[src/rtl/wdg_pkg.sv]
// Shared types and defaults for the watchdog heartbeat kicker.
package wdg_pkg;

    typedef enum logic [1:0] {
        IDLE,
        COLLECT,
        KICK,
        STALL
    } kick_state_e;

    localparam int unsigned DEF_NUM_TASKS = 4;
    localparam int unsigned DEF_CNT_W     = 10;
    localparam int unsigned DEF_PULSE_W   = 4;

endpackage

[src/rtl/hb_pulse_gen.sv]
// Heartbeat pulse stretcher: a 1-cycle start gives PULSE_W cycles high, abortable.
module hb_pulse_gen #(
    parameter int unsigned PULSE_W = 4
) (
    input  logic clk,
    input  logic rst_n,
    input  logic start,
    input  logic abort,
    output logic heartbeat,
    output logic last
);

    logic [3:0] remain;

    always_ff @(posedge clk or negedge rst_n) begin
        if (!rst_n) begin
            heartbeat <= 1'b0;
            remain    <= '0;
        end else if (abort) begin
            heartbeat <= 1'b0;
            remain    <= '0;
        end else if (start) begin
            heartbeat <= 1'b1;
            remain    <= 4'(PULSE_W - 1);
        end else if (heartbeat) begin
            if (remain == '0) begin
                heartbeat <= 1'b0;
            end else begin
                remain <= remain - 4'd1;
            end
        end
    end

    // Final high cycle of the pulse; the FSM leaves KICK on this cycle.
    assign last = heartbeat && (remain == '0);

endmodule

[src/rtl/heartbeat_kicker.sv]
// Watchdog heartbeat transmitter: kicks once per interval while all supervised tasks check in.
module heartbeat_kicker
    import wdg_pkg::*;
#(
    parameter int unsigned NUM_TASKS = DEF_NUM_TASKS,
    parameter int unsigned CNT_W     = DEF_CNT_W,
    parameter int unsigned PULSE_W   = DEF_PULSE_W
) (
    input  logic                 clk,
    input  logic                 rst_n,
    input  logic                 enable,
    input  logic                 tick,
    input  logic [CNT_W-1:0]     period,
    input  logic [NUM_TASKS-1:0] task_mask,
    input  logic [NUM_TASKS-1:0] checkin,
    input  logic                 clr_missed,
    output logic                 heartbeat,
    output logic                 stalled,
    output logic [NUM_TASKS-1:0] missed,
    output logic [15:0]          kick_count
);

    kick_state_e          state, state_nx;
    logic [CNT_W-1:0]     tick_cnt, last_tick;
    logic [NUM_TASKS-1:0] seen, seen_all, miss_bits;
    logic                 eval_pend, eval_hit, eval_now, pass;
    logic                 pulse_start, pulse_abort, pulse_last;

    assign last_tick = (period == '0) ? '0 : period - CNT_W'(1);
    assign eval_hit  = tick && (tick_cnt == last_tick);
    assign seen_all  = seen | checkin;
    assign pass      = (seen_all & task_mask) == task_mask;
    assign miss_bits = task_mask & ~seen_all;

    always_comb begin
        state_nx = state;
        eval_now = 1'b0;
        case (state)
            IDLE:    if (enable) state_nx = COLLECT;
            COLLECT: eval_now = eval_hit;
            KICK: begin
                // An interval that closed mid-pulse is evaluated on the pulse's last cycle.
                if (pulse_last) begin
                    eval_now = eval_pend || eval_hit;
                    state_nx = COLLECT;
                end
            end
            STALL:   state_nx = STALL;
            default: state_nx = IDLE;
        endcase
        if (eval_now) state_nx = pass ? KICK : STALL;
        if (!enable) begin
            state_nx = IDLE;
            eval_now = 1'b0;
        end
    end

    assign pulse_start = eval_now && pass;
    assign pulse_abort = !enable;

    always_ff @(posedge clk or negedge rst_n) begin
        if (!rst_n) begin
            state      <= IDLE;
            tick_cnt   <= '0;
            seen       <= '0;
            eval_pend  <= 1'b0;
            stalled    <= 1'b0;
            missed     <= '0;
            kick_count <= '0;
        end else begin
            state  <= state_nx;
            missed <= (clr_missed ? '0 : missed) | ((eval_now && !pass) ? miss_bits : '0);
            if (!enable || state == IDLE) begin
                tick_cnt  <= '0;
                seen      <= '0;
                eval_pend <= 1'b0;
                if (!enable) stalled <= 1'b0;
            end else if (eval_now) begin
                tick_cnt  <= '0;
                seen      <= '0;
                eval_pend <= 1'b0;
                if (pass) kick_count <= kick_count + 16'd1;
                else      stalled    <= 1'b1;
            end else if (state == COLLECT || state == KICK) begin
                seen <= seen_all;
                if (eval_hit)                eval_pend <= 1'b1;
                else if (tick && !eval_pend) tick_cnt  <= tick_cnt + CNT_W'(1);
            end
        end
    end

    hb_pulse_gen #(
        .PULSE_W(PULSE_W)
    ) u_pulse (
        .clk       (clk),
        .rst_n     (rst_n),
        .start     (pulse_start),
        .abort     (pulse_abort),
        .heartbeat (heartbeat),
        .last      (pulse_last)
    );

endmodule

[config.mk]
export PLATFORM = sky130hd
export DESIGN_NAME = heartbeat_kicker
export DESIGN_NICKNAME = d
export VERILOG_FILES = /design/src/rtl/wdg_pkg.sv /design/src/rtl/hb_pulse_gen.sv /design/src/rtl/heartbeat_kicker.sv
export SDC_FILE = /design/constraint.sdc
export NUM_CORES = 1
export LEC_CHECK = 0
export CAP_MARGIN = 20
export CORE_UTILIZATION = 54
export DETAILED_ROUTE_END_ITERATION = 12
export GPL_ROUTABILITY_DRIVEN = 0
export PLACE_DENSITY = 0.8
export SLEW_MARGIN = 20
export SYNTH_ARGS = -nofsm -noshare
export SYNTH_HDL_FRONTEND = slang
export SYNTH_HIERARCHICAL = 1
export SYNTH_SLANG_ARGS = --single-unit
[constraint.sdc]
create_clock -name clk -period 3.1 [get_ports clk]
set_input_delay 0.31 -clock clk [delete_from_list [all_inputs] [get_ports clk]]
set_output_delay 0.31 -clock clk [all_outputs]
set_load 0.02 [all_outputs]
==> results of run 1 <==
## cells in the mapped netlist (2+ instances only)
| master | count | area (um^2) |
|---|---|---|
| dfrtp_1 | 43 | 1076 |
| nor2_1 | 27 | 101.4 |
| a21oi_1 | 20 | 100.1 |
| xor2_1 | 18 | 157.7 |
| nand2_1 | 17 | 63.81 |
| inv_1 | 13 | 48.80 |
| nand3_1 | 13 | 65.06 |
| o21ai_0 | 10 | 50.05 |
| ha_1 | 9 | 112.6 |
| nor3_1 | 9 | 45.04 |
| or4_1 | 8 | 60.06 |
| nor3b_1 | 7 | 52.55 |
| or3_1 | 7 | 43.79 |
| o31ai_1 | 6 | 45.04 |
| xnor2_1 | 6 | 52.55 |
| a32o_1 | 5 | 50.05 |
| buf_2 | 5 | 25.02 |
| nand4_1 | 5 | 31.28 |
| a31oi_1 | 4 | 25.02 |
| clkbuf_1 | 4 | 15.01 |
| mux2i_1 | 4 | 40.04 |
| nor4_2 | 4 | 50.05 |
| a21o_1 | 3 | 22.52 |
| and2_1 | 3 | 18.77 |
| and3_1 | 3 | 18.77 |
| buf_1 | 3 | 11.26 |
| nand3b_1 | 3 | 22.52 |
| nor4_1 | 3 | 18.77 |
| nor4b_1 | 3 | 26.28 |
| or2_2 | 3 | 18.77 |
| a211o_1 | 2 | 17.52 |
| a41o_1 | 2 | 20.02 |
| and4_1 | 2 | 17.52 |
| buf_6 | 2 | 22.52 |
| nor2b_1 | 2 | 12.51 |
| nor3b_4 | 2 | 37.54 |
| nor4_4 | 2 | 42.54 |
## layer usage
layer / vias to the layer above / global-route usage, % / wire length [um]
li1: 1263 / - / -
met1: 1314 / 36.50 / 3264
met2: 74 / 39.54 / 3430
met3: 8 / 4.336 / 294
met4: 0 / 6.289 / 60
met5: - / 0 / 0
## report_power, final
part           switching, uW  internal [uW]  total [uW]  leakage (uW)
Clock                    187            261         448     0.0000612
Combinational           94.0           83.1         177       0.00109
Sequential              3.15            563         566      0.000598
## metrics by stage
step	TNS (ns)	hold slack [ns]	area, um^2
2_1_floorplan	0	0.01441	2846
3_3_place_gp	-6.551	0.4554	3551
3_5_place_dp	-9.080	0.4620	3551
4_1_cts	0	0.1985	3687
5_1_grt	-0.03916	0.2456	3834
6_report	0	0.1571	3834
## worst paths after layout
kind / end / slack [ns]
max reg2reg: kick_count[8]$_DFFE_PN0P_ / 0.18
max in group asynchronous: tick_cnt[0]$_DFFE_PN0P_ / 2.35
min in group clk: kick_count[15]$_DFFE_PN0P_ / 0.47
min: u_pulse/remain[2]$_DFFE_PN0P_ / 0.16
max: kick_count[9]$_DFFE_PN0P_ / 0.08
min reg2reg: kick_count[15]$_DFFE_PN0P_ / 0.47
## registers in the layout (all words and copies together) (netlist names)
name and cells:
kick_count 16, u_pulse/heartbeat 1, stalled 1, missed 4, eval_pend 1, state 2
tick_cnt 10, u_pulse/remain 4, seen 4
## cells in the final DEF, fill, tap and decap left out, types with 3 or more instances in the layout
cell type,n
mux2i_1,4
nor4_4,4
nor4b_1,3
o21ai_0,10
nor2_1,26
o31ai_1,6
nor3b_1,6
clkbuf_8,6
a21oi_1,18
xor2_1,18
nand4_1,5
or4_1,5
xnor2_1,5
clkdlybuf4s50_1,40
dlymetal6s2s_1,3
dfrtp_1,43
and3_1,3
or4_4,3
nor4_1,3
a32o_1,5
ha_1,8
nand2_1,17
a31oi_1,4
or3_1,7
buf_4,36
and2_1,3
inv_1,12
nand3b_1,3
a21oi_2,3
nand3_1,13
nor3_1,8
## cells by family after synthesis
kind of cell,count (synthesis),synth area share (%)
muxes,5,1.802
AOI/OAI and AO/OA,66,16.18
DFF,43,37.80
adders and majority gates,9,3.956
xor gates and xnor gates,24,7.385
buffers and inverters,28,4.571
and+or+nand+nor,128,28.31
## cell type report
cell class	instances	area (um^2)
fillers	343	1274
inverters	13	48.80
clock inverters	2	35.03
multi-input cells	232	1748
flip-flops and latches	43	1076
repair buffers	84	755.7
well taps	70	87.58
clock buffers	6	82.58
## repair_timing
item	CTS	global route
buffers inserted	0	4
gates cloned	0	1
hold buffers	0	0
pin swaps	1	11
resized for setup	3	27
endpoints found under the setup margin	5	38
==> out/results.ini, run 1 <==
[clock_tree]
cts_root_buf = clkbuf_8
clk_path_buf_depth = 2
cts_made_buffers = 5
numClockSinks = 43
htreeDepth = 2
cts.clk_slew.worst_paths_ns = 0.08
cts_tree = built
worstSkewPairLatency_ns = 0.29

[critical_path]
crit_path_start_kind = input port
reg2reg_from = u_pulse/remain[0]$_DFFE_PN0P_
crit_top_cell = o21ai_0
path_buf_inv = 3
rr_worst_depth = 9
path_depth = 11
crit_arrival_ns = 3.23
endpoint_kind = flip-flop
crit_path_max_incr_delay_ns = 0.64
critical_path.top_delay_family = simple AND/OR/NAND/NOR gates
path_cells = clkdlybuf4s50_1, or4b_2, o21ai_0, nor2b_1, o21ai_0, a211oi_2, a22oi_4, buf_8, clkbuf_2, nor4_1, xor2_1
path_class = in -> reg
critPathLaunch = period[4]
slowest_stage = or4b_2
worst_ep_required_time_ns = 3.31
crit_path_max_fanout = 7

[floorplan]
pin_count = 45
dieArea_mm2 = 0.005566
row_count = 26
die_w_um = 74.61
die_y_um = 74.61
start_util_pct = 55.73
core_area_mm2 = 0.005107

[drt]
drt_wl_total_um = 7049
viasPerCell = 5.909
ant_nets = 0
first_pass_iters = 7
avgRoutedWirePerCell_um = 15.66
drtIter0Drc = 172
vias = 2659
drcViolationCount = 0

[timing]
tightest_slew_ns = 0.9401
clock_skew_ns = 0.006175
worst_slack_ns = 0.08097
finalSetupViolCount = 0
finalMaxSlewViolations = 0
max-slew-margin-rel_pct = 37.33
hold_viol_final = 0
post-route-min-period_ns = 3.019
period_share_pct = 97.39
clock.fmax_mhz = 331.2

[placed_design]
io_buffer_count = 44
hpwl_um = 4965
dp_cells = 437
pre_cts_ws_ns = -0.3575

[logic_synthesis]
ys_warn_count = 6
synth.distinct_cells = 58
syn_area_mm2 = 0.002846
yosysSeqAreaShare_pct = 37.80
synth_edf_count = 0
syn_area_per_cell_um2 = 9.394
synth-async-reset-ratio_pct = 100.0
syn_inst = 303
synth-seq-cells = 43
synth_fp_nets = 335
synth-main-ff-cell = dfrtp_1

[power_and_ir_drop]
fin_total_pwr_uw = 1191
powerDensity_mw_per_mm2 = 310.8
ir_drop_v = 0.0003257
power.leakage_uw = 0.001745

[global_routing]
antenna_found_initial = 0
grtUsageTotal_pct = 25.31
grt_pass1_vias = 2314
grt_first_pass_wirelength_um = 10890
grt_max_degree = 44
grt_overflow = 0

[cells_and_area]
post-route-util_pct = 75.06
num_antenna_cells = 0
nNetsFinal = 411
drive_above_1_share_pct = 21.32
instances_no_fill = 450
area_delta_synth_final_pct = 34.68

[run_status]
outcome = finished, final reports clean

[hold_path]
hold_path.class = in -> async

[run]
maxCapViolCount = 0

Note: power is estimated with default switching activity, not from simulation.
==> inputs of run 2 (changes only) <==
clock period = 2.95 ns   (was 3.1 ns; I/O delays follow)
==> out/results.ini, run 2 (same netlist as run 1, synthesis figures left out) <==
[timing]
max-slew-margin-rel_pct = 37.56  ; +0.24 points
worst_slack_ns = 0.1204  ; +0.03944 ns
finalMaxSlewViolations = 0  ; unchanged
finalSetupViolCount = 0  ; unchanged
whs_ns = 0.1293  ; -0.02787 ns
period_share_pct = 95.92
clock_skew_ns = 0.01030  ; +0.004129 ns
clock.fmax_mhz = 353.4
hold_viol_final = 0  ; unchanged
tightest_slew_ns = 0.9365  ; -0.003560 ns
post-route-min-period_ns = 2.830
rsz0062_at_grt = no

[clock_tree]
numClockSinks = 43  ; unchanged
cts_hold_buf = 0  ; unchanged
worstSkewPairLatency_ns = 0.30  ; about the same
clk_path_buf_depth = 2  ; unchanged
cts_tree = built
cts_made_buffers = 5  ; unchanged
htreeDepth = 2  ; unchanged
cts.clk_slew.worst_paths_ns = 0.09  ; about the same
cts_root_buf = clkbuf_8

[power_and_ir_drop]
powerDensity_mw_per_mm2 = 312.9  ; +0.69%
ir_drop_v = 0.0002343  ; -28%
power.leakage_uw = 0.001730  ; -0.85%

[global_routing]
grt_max_degree = 44  ; unchanged
antenna_found_initial = 0  ; unchanged
grt_first_pass_wirelength_um = 10840  ; -0.45%
grtUsageTotal_pct = 25.50  ; +0.19 points
grt_overflow = 0  ; unchanged
grt_pass1_vias = 2350  ; +1.6%

[drt]
ant_nets = 0  ; unchanged
drcViolationCount = 0  ; unchanged
viasPerCell = 5.816  ; -1.6%
first_pass_iters = 4  ; -3
vias = 2588  ; -2.7%
avgRoutedWirePerCell_um = 15.53  ; -0.86%
drtIter0Drc = 147  ; -15%
drt_wl_total_um = 6911  ; -2.0%

[floorplan]
core_area_mm2 = 0.005107  ; unchanged
die_y_um = 74.61  ; unchanged
start_util_pct = 55.73  ; unchanged
die_w_um = 74.61  ; unchanged
pin_count = 45  ; unchanged
row_count = 26  ; unchanged
dieArea_mm2 = 0.005566  ; unchanged

[run_status]
outcome = finished, final reports clean

[placed_design]
hpwl_um = 4878  ; -1.8%
pre_cts_ws_ns = -0.4740  ; -0.1165 ns
io_buffer_count = 44  ; unchanged

[cells_and_area]
post-route-util_pct = 73.62  ; -1.4 points
largest_reg_flops = 16  ; unchanged
layout_common_cells = dfrtp_1, clkdlybuf4s50_1, buf_4
num_antenna_cells = 0  ; unchanged
area_delta_synth_final_pct = 32.09
nNetsFinal = 406  ; -1.2%
drive_above_1_share_pct = 18.93  ; -2.4 points
largestRegisters = kick_count (16), tick_cnt (10)
regMostFlops = kick_count
mostFrequentLayoutCell = dfrtp_1

[critical_path]
endpoint_kind = flip-flop
regToRegEndpoint = kick_count[1]$_DFFE_PN0P_
crit_path_max_fanout = 5  ; -2
crit_arrival_ns = 3.01  ; -0.22 ns
crit_path_start_kind = input port
rrSetupSlack_ns = 0.33  ; +0.15 ns
path_class = in -> reg
reg2reg_from = u_pulse/remain[0]$_DFFE_PN0P_
worst_ep_required_time_ns = 3.13  ; -0.18 ns
rr_worst_depth = 9  ; unchanged

[hold_path]
hold_path.class = in -> async

[run]
maxCapViolCount = 0  ; unchanged

==> run 2: cell types whose count changed in the layout (fill, tap and decap cells not counted), sizes merged <==
cell and change:
buf -4, bufinv -1
==> run 2: final cells by class <==
cell class                      instances  area, um^2
Fill cell                             373        1348
Sequential cell                        43        1076
Multi-Input combinational cell        232        1739
Inverter                               13       48.80
Tap cell                               70       87.58
Clock buffer                            7       86.33
Clock inverter                          1       8.758
Timing Repair Buffer                   79       713.2
==> run 2: how the worst max path moves through the flow <==
stage	startpoint	to	slack [ns]	cells after the start
finish	period[4]	u_pulse/remain[2]$_DFFE_PN0P_	0.12	12
global route	period[4]	tick_cnt[5]$_DFFE_PN0P_	0.008	11
CTS	period[1]	kick_count[14]$_DFFE_PN0P_	-0.002	13
detailed placement	period[1]	kick_count[1]$_DFFE_PN0P_	-0.47	12
global placement	period[1]	tick_cnt[8]$_DFFE_PN0P_	-0.35	11
floorplan	period[0]	u_pulse/remain[1]$_DFFE_PN0P_	0.04	14
==> run 2: where the power goes <==
part           switching, uW  internal, uW  total [uW]
Combinational           95.1          83.7         179
Clock                    210           192         403
Sequential              3.15           592         595
==> run 2: per-stage QoR <==
stage / std cells / cell area [um^2] / setup TNS, ns / power, uW
floorplan: 303 / 2851 / 0 / 688.2
global placement: 436 / 3548 / -10.43 / 772.3
finish: 445 / 3760 / 0 / 1176
CTS: 444 / 3689 / -0.002308 / 1175
detailed placement: 436 / 3548 / -14.45 / 775.6
global route: 445 / 3760 / 0 / 1223
==> run 2: worst max-delay path, cell delays in order <==
cell and delay, ns:
clkdlybuf4s50_1 0.48, nor4_4 0.44, nand3_1 0.22, o22ai_1 0.20, o2111ai_2 0.15, nor4b_4 0.36, a22oi_4 0.08, or2_4 0.28
nor3_4 0.16, buf_4 0.14, nor2_1 0.04, a21boi_1 0.15
==> run 2: what timing repair did <==
item | 4_1_cts | 5_1_grt
pin swaps | 4 | 12
setup buffers | 0 | 1
endpoints found under the hold margin | 0 | 0
resized for setup | 7 | 17
gates cloned | 0 | 0
endpoints found under the setup margin | 26 | 31
==> run 2: layer usage <==
metal,routed length (um),vias to the layer above,GRT usage (%)
met5,0,-,0
met2,3302,77,39.94
li1,-,1259,-
met1,3151,1246,36.73
met3,397,6,4.201
met4,60,0,6.709
